File: src/rtl/median_window_fifo.sv
// median_window_fifo: DEPTH-sample circular window that emits (newest, evicted) pairs for the median mux.
// Optional synchronous window flush is enabled by defining MWF_FLUSH_EN.
`ifndef DATA_LENGTH
`define DATA_LENGTH 8
`endif

module median_window_fifo #(
    parameter int DEPTH = 9,
    parameter int PTR_W = 4
) (
    input  logic                    clk,
    input  logic                    rst_n,
    input  logic                    in_valid,
    input  logic [`DATA_LENGTH-1:0] in_data,
    output logic                    in_ready,
    output logic                    out_valid,
    input  logic                    out_ready,
    output logic [`DATA_LENGTH-1:0] new_data,
    output logic [`DATA_LENGTH-1:0] old_data,
    output logic                    evict_vld,
    output logic [PTR_W-1:0]        level
`ifdef MWF_FLUSH_EN
    ,
    input  logic                    flush
`endif
);

    localparam int              AW       = (DEPTH > 1) ? $clog2(DEPTH) : 1;
    localparam logic [PTR_W-1:0] LAST_IDX = PTR_W'(DEPTH - 1);

    typedef enum logic {
        FILL = 1'b0,
        FULL = 1'b1
    } state_t;

    logic [`DATA_LENGTH-1:0] mem_r [DEPTH];
    logic [PTR_W-1:0]        wptr_r;
    logic [PTR_W-1:0]        wptr_nxt_s;
    state_t                  state_r;
    state_t                  state_nxt_s;
    logic                    accept_s;
    logic                    flush_s;

`ifdef MWF_FLUSH_EN
    assign flush_s = flush;
`else
    assign flush_s = 1'b0;
`endif

    // Ready/accept handshake: a held pair blocks new samples until consumed.
    always_comb begin
        in_ready = 1'b0;
        accept_s = 1'b0;
        in_ready = !out_valid || out_ready;
        accept_s = in_valid && in_ready;
    end

    // Next state and write pointer; pointer wraps at DEPTH-1, not at a power of two.
    always_comb begin
        state_nxt_s = state_r;
        wptr_nxt_s  = wptr_r;
        if (flush_s) begin
            state_nxt_s = FILL;
            wptr_nxt_s  = {PTR_W{1'b0}};
        end else if (accept_s) begin
            if (wptr_r == LAST_IDX) begin
                wptr_nxt_s = {PTR_W{1'b0}};
            end else begin
                wptr_nxt_s = wptr_r + PTR_W'(1);
            end
            case (state_r)
                FILL: begin
                    if (level == LAST_IDX) begin
                        state_nxt_s = FULL;
                    end else begin
                        state_nxt_s = FILL;
                    end
                end
                FULL:    state_nxt_s = FULL;
                default: state_nxt_s = FILL;
            endcase
        end else begin
            state_nxt_s = state_r;
            wptr_nxt_s  = wptr_r;
        end
    end

    // State, pointer, level and the registered output pair.
    always_ff @(posedge clk) begin
        if (!rst_n) begin
            state_r   <= FILL;
            wptr_r    <= {PTR_W{1'b0}};
            level     <= {PTR_W{1'b0}};
            out_valid <= 1'b0;
            new_data  <= {`DATA_LENGTH{1'b0}};
            old_data  <= {`DATA_LENGTH{1'b0}};
            evict_vld <= 1'b0;
        end else begin
            state_r <= state_nxt_s;
            wptr_r  <= wptr_nxt_s;
            if (flush_s) begin
                // Data registers deliberately keep their values; only validity is dropped.
                level     <= {PTR_W{1'b0}};
                out_valid <= 1'b0;
            end else if (accept_s) begin
                out_valid <= 1'b1;
                new_data  <= in_data;
                case (state_r)
                    FULL: begin
                        // Non-blocking read sees the pre-write contents of the slot being replaced.
                        old_data  <= mem_r[wptr_r[AW-1:0]];
                        evict_vld <= 1'b1;
                    end
                    default: begin
                        old_data  <= {`DATA_LENGTH{1'b0}};
                        evict_vld <= 1'b0;
                        level     <= level + PTR_W'(1);
                    end
                endcase
            end else if (out_ready) begin
                out_valid <= 1'b0;
            end
        end
    end

    // Sample storage; contents are don't-care after reset, so no reset term.
    always_ff @(posedge clk) begin
        if (rst_n && !flush_s && accept_s) begin
            mem_r[wptr_r[AW-1:0]] <= in_data;
        end
    end

endmodule
File: config.mk
export PLATFORM = sky130hd
export DESIGN_NAME = median_window_fifo
export DESIGN_NICKNAME = d
export VERILOG_FILES = /design/src/rtl/median_window_fifo.sv
export SDC_FILE = /design/constraint.sdc
export NUM_CORES = 1
export LEC_CHECK = 0
export CAP_MARGIN = 20
export CELL_PAD_IN_SITES_DETAIL_PLACEMENT = 1
export CELL_PAD_IN_SITES_GLOBAL_PLACEMENT = 1
export CORE_MARGIN = 10
export CORE_UTILIZATION = 51
export CTS_CLUSTER_DIAMETER = 150
export DETAILED_ROUTE_END_ITERATION = 16
export GPL_ROUTABILITY_DRIVEN = 0
export HOLD_SLACK_MARGIN = 0.08
export PLACE_DENSITY = 0.85
export SYNTH_ARGS = -nofsm -noshare
export SYNTH_HDL_FRONTEND = slang
export SYNTH_SLANG_ARGS = --single-unit
export TNS_END_PERCENT = 5
File: constraint.sdc
create_clock -name clk -period 4.19 [get_ports clk]
set_input_delay 0.838 -clock clk [delete_from_list [all_inputs] [get_ports clk]]
set_output_delay 0.838 -clock clk [all_outputs]
set_load 0.03 [all_outputs]
## Word level (Yosys, flattened, before mapping)

Memories as Yosys holds them, arrays and structs flattened. A register that Yosys moved wholly into a read port is not among the register bits.
Cells that the tools add are included.

| word-level totals | value |
|---|---|
| bits of input ports | 12 |
| output and inout port bits | 23 |
| word-level logic and storage cells | 30 |
| RAM bits | 72 |
| register bits | 27 |
| memories | 1 |

Memory list:

| memory | depth | width | read ports | clocked after Yosys merged registers in | write ports | RTL line | RTL |
|---|---|---|---|---|---|---|---|
| mem_r | 9 | 8 | 1 | 1 | 1 | 36 | `` logic [`DATA_LENGTH-1:0] mem_r [DEPTH]; `` |

| cells by class | value |
|---|---|
| equal/unequal tests | 2 |
| reduce and logical (&&, ||, !) cells | 6 |
| add/sub/neg operators | 2 |
| bitwise logic cells | 1 |
| mux-type cells | 11 |

Operators by type and width:

| cell | count |
|---|---|
| 4-bit 2-to-1 mux | 3 |
| 4-bit by 1-bit adder with 4-bit output, second input constant | 2 |
| 4-bit equality test, second input constant | 2 |
| 8-bit 2-to-1 mux | 1 |
| 1-bit 2-to-1 mux | 6 |
| 1-bit logical AND | 2 |
| 1-bit case mux with 2 select lines | 1 |
| 2-bit AND reduction | 1 |
| 2-bit nonzero test | 1 |
| 1-bit logical NOT | 1 |
| 1-bit logical OR | 1 |
| 1-bit NOT | 1 |

## Logic depth before layout (Yosys ltp)

Gate-level depths: netlist of run 1.

| depth | value |
|---|---|
| word-level depth | 6 |
| gate-level depth with buffers | 6 |

## Worst setup path before layout of run 1

OpenSTA, ideal clock, no wires.

| timing | value |
|---|---|
| path kind | input to register |
| start point | input port out_ready |
| end point | memory mem_r[0][0] (netlist bit), enable pin |
| slack | 2.070 ns |
| stages | 6 |
| data arrival time | 1.789 ns |
| setup time | 0.332 ns |
| cell sequence | nor2b_4 > inv_2 > nand2_2 > buf_4 > nor4_2 > and2_1 |

| on the way | value |
|---|---|
| word-level cells in the longest chain between the ends | 5 |

Ends and longest elaborated chain:

| item | RTL line | RTL |
|---|---|---|
| from (decl) | 17 | `input logic out_ready,` |
| 1-bit logical OR | 54 | `in_ready = !out_valid \|\| out_ready;` |
| net in_ready | 15 | `output logic in_ready,` |
| 1-bit logical AND | 55 | `accept_s = in_valid && in_ready;` |
| 1-bit logical AND | 128 | `if (rst_n && !flush_s && accept_s) begin` |
| 1-bit 2-to-1 mux | 128 |  |
| 1-bit 2-to-1 mux (not written as such) | 129 | `mem_r[wptr_r[AW-1:0]] <= in_data;` |
| to (decl) | 36 |  |

The timed path passes the listed nets, and every way through them passes these cells.

## Worst setup path in the final report of run 1

| timing | value |
|---|---|
| start point | input port out_ready |
| end point | output port in_ready |

| on the way | value |
|---|---|
| word-level cells in the longest chain between the ends | 1 |

Ends and longest elaborated chain:

| item | RTL line |
|---|---|
| 1-bit logical OR | 54 |
| to (decl) | 15 |

No other way between the ends.

==> results_dict.tcl, run 1 <==
set metrics [dict create \
    status "finished clean" \
    routed_wl_mm 10.2 \
    core_area_um2 7810 \
    synth_xor_area_share_pct 0.633 \
    cap_violations 0 \
    antenna_found_initial 0 \
    power_density_nw_per_um2 402 \
    worstPathRequired_ns 3.35 \
    cts-buffers-inserted 9 \
    grt_pass1_wl_mm 16.1 \
    dpl.hpwl_mm 7.28 \
    rr_endpoint "mem_r[2][3]$_DFFE_PP_" \
    design_area_um2 4740 \
    grt_pass1_vias 2861 \
    area.growth.synth_to_final_pct 14.2 \
    route.detailed.drc 0 \
    yosysWarnings 0 \
    synth-adder-area-share_pct 2.11 \
    drive_above_1_share_pct 10.2 \
    max_stage_delay_ns 0.60 \
    min_period_ns 3.05 \
    grtUsageMet1_pct 21.8 \
    syn-num-nets 313 \
    cp_common_cell "clkdlybuf4s50_1" \
    slowest_stage "clkdlybuf4s50_1" \
    rsz0062_at_grt "no" \
    min_path_type "register to register" \
    clk_path_buf_depth 2 \
    yosys-top-cells-area "edfxtp_1 (52%), dfxtp_1 (15%), mux2i_1 (4.1%)" \
    r2r_slack_ns 1.92 \
    post-cts-setup-buffer-count 0 \
    pre_cts_ws_ns 0.930 \
    synth-edff-count 72 \
    finalHoldViolations 0 \
    cts_hold_buf 0 \
    root_buffer "clkbuf_8" \
    tightest_slew_ns 0.763 \
    busiest_layer "met2" \
    nets 346 \
    hp-start "new_data[4]$_SDFFE_PN0P_" \
    synth_common_cells "edfxtp_1 (72), nand2_1 (36), dfxtp_1 (31)" \
    ys_types 41 \
    criticalPathCategory "primary input to output port" \
    cp-start-kind "primary input" \
    r2r-start "out_valid$_SDFFE_PN0P_" \
    p_leak_nw 1.53 \
    max_clock_freq_mhz 328 \
    grt_use_met2_pct 30.3 \
    setup_slack_ns 1.14 \
    synth-seq-area-share_pct 67.0 \
    first_pass_iters 6 \
    grt_max_degree 32 \
    fin_util_pct 60.7 \
    critPathCaptureType "output port" \
    place_area_um2 4540 \
    cp.depth 4 \
    clock_latency_ns 0.37 \
    synth.top_cell.area_share_pct 52.1 \
    viasPerCell 5.87 \
    ir_drop_v 0.000229 \
    crit_chain "clkdlybuf4s50_1 > nor2b_4 > inv_2 > clkdlybuf4s50_1" \
    cts_resized 0 \
    port_buffers 34 \
    cp.arrival_ns 2.21 \
    finalCritPeriodShare_pct 72.7 \
    io_pins 35 \
    cts_tree "done" \
    synth_most_common_cell "edfxtp_1" \
    hold_end "new_data[4]$_SDFFE_PN0P_" \
    clock-sinks 103 \
    drtIter0Drc 207 \
    synth_ff_type "edfxtp_1" \
    min_path_cells 2 \
    antennaDiodeCount 0 \
    initial_utilization_pct 53.2 \
    synth_top_family_by_area "simple AND/OR/NAND/NOR gates" \
    cp_top_family "buffers and inverters" \
    clkTransAtPathRegs_ns 0.10 \
    wl_per_cell_um 23.4 \
    die_w_um 110 \
    finClkSkew_ns 0.0153 \
    die_y_um 110 \
    fin_tns_setup_ns 0 \
    setup-violations-final 0 \
    drv_slew 0 \
    ys_seq_elements 103 \
    synthesis.area_um2 4150 \
    vias 2546 \
    r2r_cells 5 \
    syn_inst 294 \
    synth_top_area_cell "edfxtp_1" \
    relSlewSlack_pct 49.1 \
    synthSimpleGateAreaFrac_pct 9.25 \
    antenna_left 0 \
    placementRows 32 \
    overflow 0 \
    synth_compound_area_share_pct 8.77 \
    use_met3_pct 4.35 \
    synthMuxAreaShare_pct 8.80 \
    synthArstFlopShare_pct 0 \
    critPathMaxFanout 6 \
    cts-htree-levels 3 \
    syn_area_per_cell_um2 14.1 \
    fp.dieArea_um2 12100 \
    grt_usage_pct 17.8 \
    crit_buf_inv 3 \
]
-- how the worst max path moves through the flow --
stage	slack (ns)	start	endpoint
2_1_floorplan	2.07	out_ready	mem_r[0][0]$_DFFE_PP_
3_3_place_gp	1.11	out_ready	mem_r[1][5]$_DFFE_PP_
3_5_place_dp	0.93	out_ready	mem_r[2][3]$_DFFE_PP_
4_1_cts	1.13	out_ready	in_ready
5_1_grt	1.10	out_ready	in_ready
6_report	1.14	out_ready	in_ready
-- cells in the final DEF, fill, tap and decap left out, drive strengths merged --
cell           count
edfxtp            72
nand2             37
clkdlybuf4s50     34
dfxtp             31
a21oi             19
o21ai             18
mux2i             17
inv               13
nor3              10
and2               9
clkbuf             9
a211oi             8
mux4               8
a221oi             8
nor2               7
ha                 7
nor4               4
buf                3
xnor2              2
o21a               2
clkinvlp           2
nor2b              2
and4               1
and3               1
a211o              1
nand2b             1
nand4              1
xor2               1
nand3              1
nand4b             1
bufinv             1
clkinv             1
-- power breakdown --
group | switching (mW) | internal, mW | total, mW
logic | 0.0945 | 0.0593 | 0.154
clock network | 0.348 | 0.283 | 0.631
registers | 0.0190 | 1.10 | 1.12
-- sequential cells by signal (all words and copies together) (netlist names), named ones only --
signal	count
evict_vld	1
level	4
mem_r	72
new_data	8
old_data	8
out_valid	1
state_r	1
wptr_r	4
-- per-layer routing --
metal / up-vias / routed length, um / part of all wire, %
li1: 1158 / - / -
met1: 1298 / 4290 / 42
met2: 76 / 5160 / 51
met3: 14 / 562 / 5.5
met4: 0 / 156 / 1.5
met5: - / 0 / 0
-- metrics by stage --
step	power (mW)	hold slack, ns	instances
after floorplan	1.24	0.503	294
after global placement	1.29	0.444	418
after detailed placement	1.30	0.458	418
after CTS	1.92	0.478	434
after global routing	1.97	0.505	434
final	1.91	0.476	434
-- logic make-up after synthesis --
logic type / after synthesis
compound gates: 56
buf+inv: 25
flops: 103
simple gates: 75
xor+xnor: 3
mux: 25
fa+ha+maj: 7
-- cell type report --
| type | count | area (um2) |
|---|---|---|
| Inverter | 10 | 37.5 |
| Multi-Input combinational cell | 166 | 1230 |
| Clock buffer | 9 | 124 |
| Tap cell | 102 | 128 |
| Clock inverter | 7 | 78.8 |
| Timing Repair Buffer | 37 | 363 |
| Fill cell | 755 | 3070 |
| Sequential cell | 103 | 2780 |
-- worst register-to-register path, delay by kind of cell, from the launching register on --
family	cells	cell delay [ns]
buffers and inverters	1	0.08
flip-flops	1	0.33
AND/OR/NAND/NOR	4	1.51
Power figures use the tool's default switching activity.
==> run 2, diff against run 1 <==
- CORE_UTILIZATION: 51 -> 43
- PLACE_DENSITY: 0.85 -> 0.77
- clock period: 4.19 -> 2.8 ns (I/O delays scaled with it)
==> results_dict.tcl, run 2 (synthesis gave the netlist of run 1 again) <==
set metrics [dict create \
    r2r_slack_ns 0.81 \
    pre_cts_ws_ns 0.312 \
    placementRows 35 \
    grt_pass1_wl_mm 14.7 \
    fp.dieArea_um2 14000 \
    setup-violations-final 0 \
    drtIter0Drc 178 \
    p_clk_share_pct 30.6 \
    fin_util_pct 51.2 \
    clkTransAtPathRegs_ns 0.10 \
    finalHoldViolations 0 \
    p_switching_uw 648 \
    largest_register_ffs 72 \
    clock-sinks 103 \
    cts-htree-levels 3 \
    ir_drop_v 0.000287 \
    startpoint "out_ready" \
    rsz0062_at_grt "no" \
    port_buffers 34 \
    antennaDiodeCount 0 \
    worstPathRequired_ns 2.24 \
    area.growth.synth_to_final_pct 15.0 \
    drive_above_1_share_pct 10.7 \
    routed_wl_mm 8.94 \
    cts_hold_buf 0 \
    fin_tns_setup_ns 0 \
    cts_resized 0 \
    slowest_stage "clkdlybuf4s50_1" \
    viasPerCell 5.25 \
    route.detailed.drc 0 \
    endpoint "in_ready" \
    finClkSkew_ns 0.00651 \
    overflow 0 \
    crit_chain "clkdlybuf4s50_1 > nor2b_4 > inv_2 > clkdlybuf4s50_1" \
    final_common_cell "edfxtp_1" \
    cts-buffers-inserted 9 \
    grt_usage_pct 13.2 \
    die_y_um 118 \
    nets 350 \
    grt_max_degree 30 \
    min_path_type "register to register" \
    p_leak_nw 1.53 \
    grt_pass1_vias 2705 \
    netSwitchingFraction_pct 23.7 \
    drv_slew 0 \
    cts_tree "done" \
    clock_latency_ns 0.36 \
    max_stage_delay_ns 0.60 \
    critPathMaxFanout 6 \
    cap_violations 0 \
    dpl.hpwl_mm 6.41 \
    cp_common_cell "clkdlybuf4s50_1" \
    relSlewSlack_pct 48.5 \
    finalCritPeriodShare_pct 88.2 \
    p_int_mw 2.09 \
    post-cts-setup-buffer-count 0 \
    r2r_cells 5 \
    wl_per_cell_um 19.2 \
    antenna_found_initial 0 \
    antenna_left 0 \
    vias 2441 \
    status "finished clean" \
    cp-start-kind "primary input" \
    max_clock_freq_mhz 405 \
    clk_path_buf_depth 2 \
    die_w_um 118 \
    setup_slack_ns 0.329 \
    criticalPathCategory "primary input to output port" \
    rr_endpoint "old_data[6]$_SDFFE_PN0P_" \
    power_density_nw_per_um2 573 \
    p_comb_share_pct 8.1 \
    p_seq_share_pct 61.3 \
    tightest_slew_ns 0.772 \
    initial_utilization_pct 44.5 \
    core_area_um2 9330 \
    cp.arrival_ns 1.91 \
    first_pass_iters 4 \
    layout_common_cells "edfxtp_1 (72), nand2_1 (36), clkdlybuf4s50_1 (34), dfxtp_1 (31), a21oi_1 (19)" \
    critPathCaptureType "output port" \
    min_period_ns 2.47 \
    root_buffer "clkbuf_8" \
    io_pins 35 \
]
-- run 2: cell types whose count changed in the layout (fill, tap and decap cells not counted) --
cell,previous run,this run
buf_4,3,7
bufinv_16,1,0
clkbuf_1,0,1
clkbuf_8,9,10
clkinv_1,0,1
inv_6,2,1
inv_8,1,0
-- run 2: area by class of cell --
class	count	area, um2
Timing Repair Buffer	41	393
Tap cell	129	161
Inverter	10	37.5
Clock inverter	5	32.5
Sequential cell	103	2780
Fill cell	951	4550
Clock buffer	11	141
Multi-Input combinational cell	166	1230
-- run 2: layer usage --
metal | share of wire (%) | vias to the layer above | GRT usage, %
li1 | - | 1170 | -
met1 | 45 | 1227 | 15.6
met2 | 51 | 34 | 22.9
met3 | 3.3 | 10 | 3.09
met4 | 1.3 | 0 | 4.95
met5 | 0 | - | 0
-- run 2: stage by stage --
stage / hold slack, ns / area [um2] / cells / total power, mW
floorplan: 0.503 / 4150 / 294 / 1.85
global placement: 0.444 / 4600 / 449 / 1.93
detailed placement: 0.450 / 4600 / 449 / 1.94
CTS: 0.464 / 4780 / 465 / 2.76
global route: 0.489 / 4780 / 465 / 2.86
finish: 0.461 / 4780 / 465 / 2.74
-- run 2: how the worst min path moves through the flow --
| stage | start | end | cells past startpoint |
|---|---|---|---|
| after floorplan | wptr_r[1]$_SDFFE_PN0P_ | register | 2 |
| after global placement | new_data[0]$_SDFFE_PN0P_ | new_data[0]$_SDFFE_PN0P_ | 2 |
| after detailed placement | new_data[2]$_SDFFE_PN0P_ | new_data[2]$_SDFFE_PN0P_ | 2 |
| after CTS | new_data[2]$_SDFFE_PN0P_ | new_data[2]$_SDFFE_PN0P_ | 2 |
| after global routing | new_data[2]$_SDFFE_PN0P_ | new_data[2]$_SDFFE_PN0P_ | 2 |
| final | new_data[2]$_SDFFE_PN0P_ | new_data[2]$_SDFFE_PN0P_ | 2 |
-- run 2: power groups by stage --
stage	sequential (mW)	clock, mW	combinational [mW]
after floorplan	1.72	0	0.129
after global placement	1.71	0	0.215
after detailed placement	1.71	0	0.223
after CTS	1.68	0.854	0.225
after global routing	1.68	0.931	0.244
final	1.68	0.838	0.221
-- run 2: critical path, delay by kind of cell --
family                 cells  cell delay [ns]
buffers and inverters      3             1.12
and+or+nand+nor            1             0.22
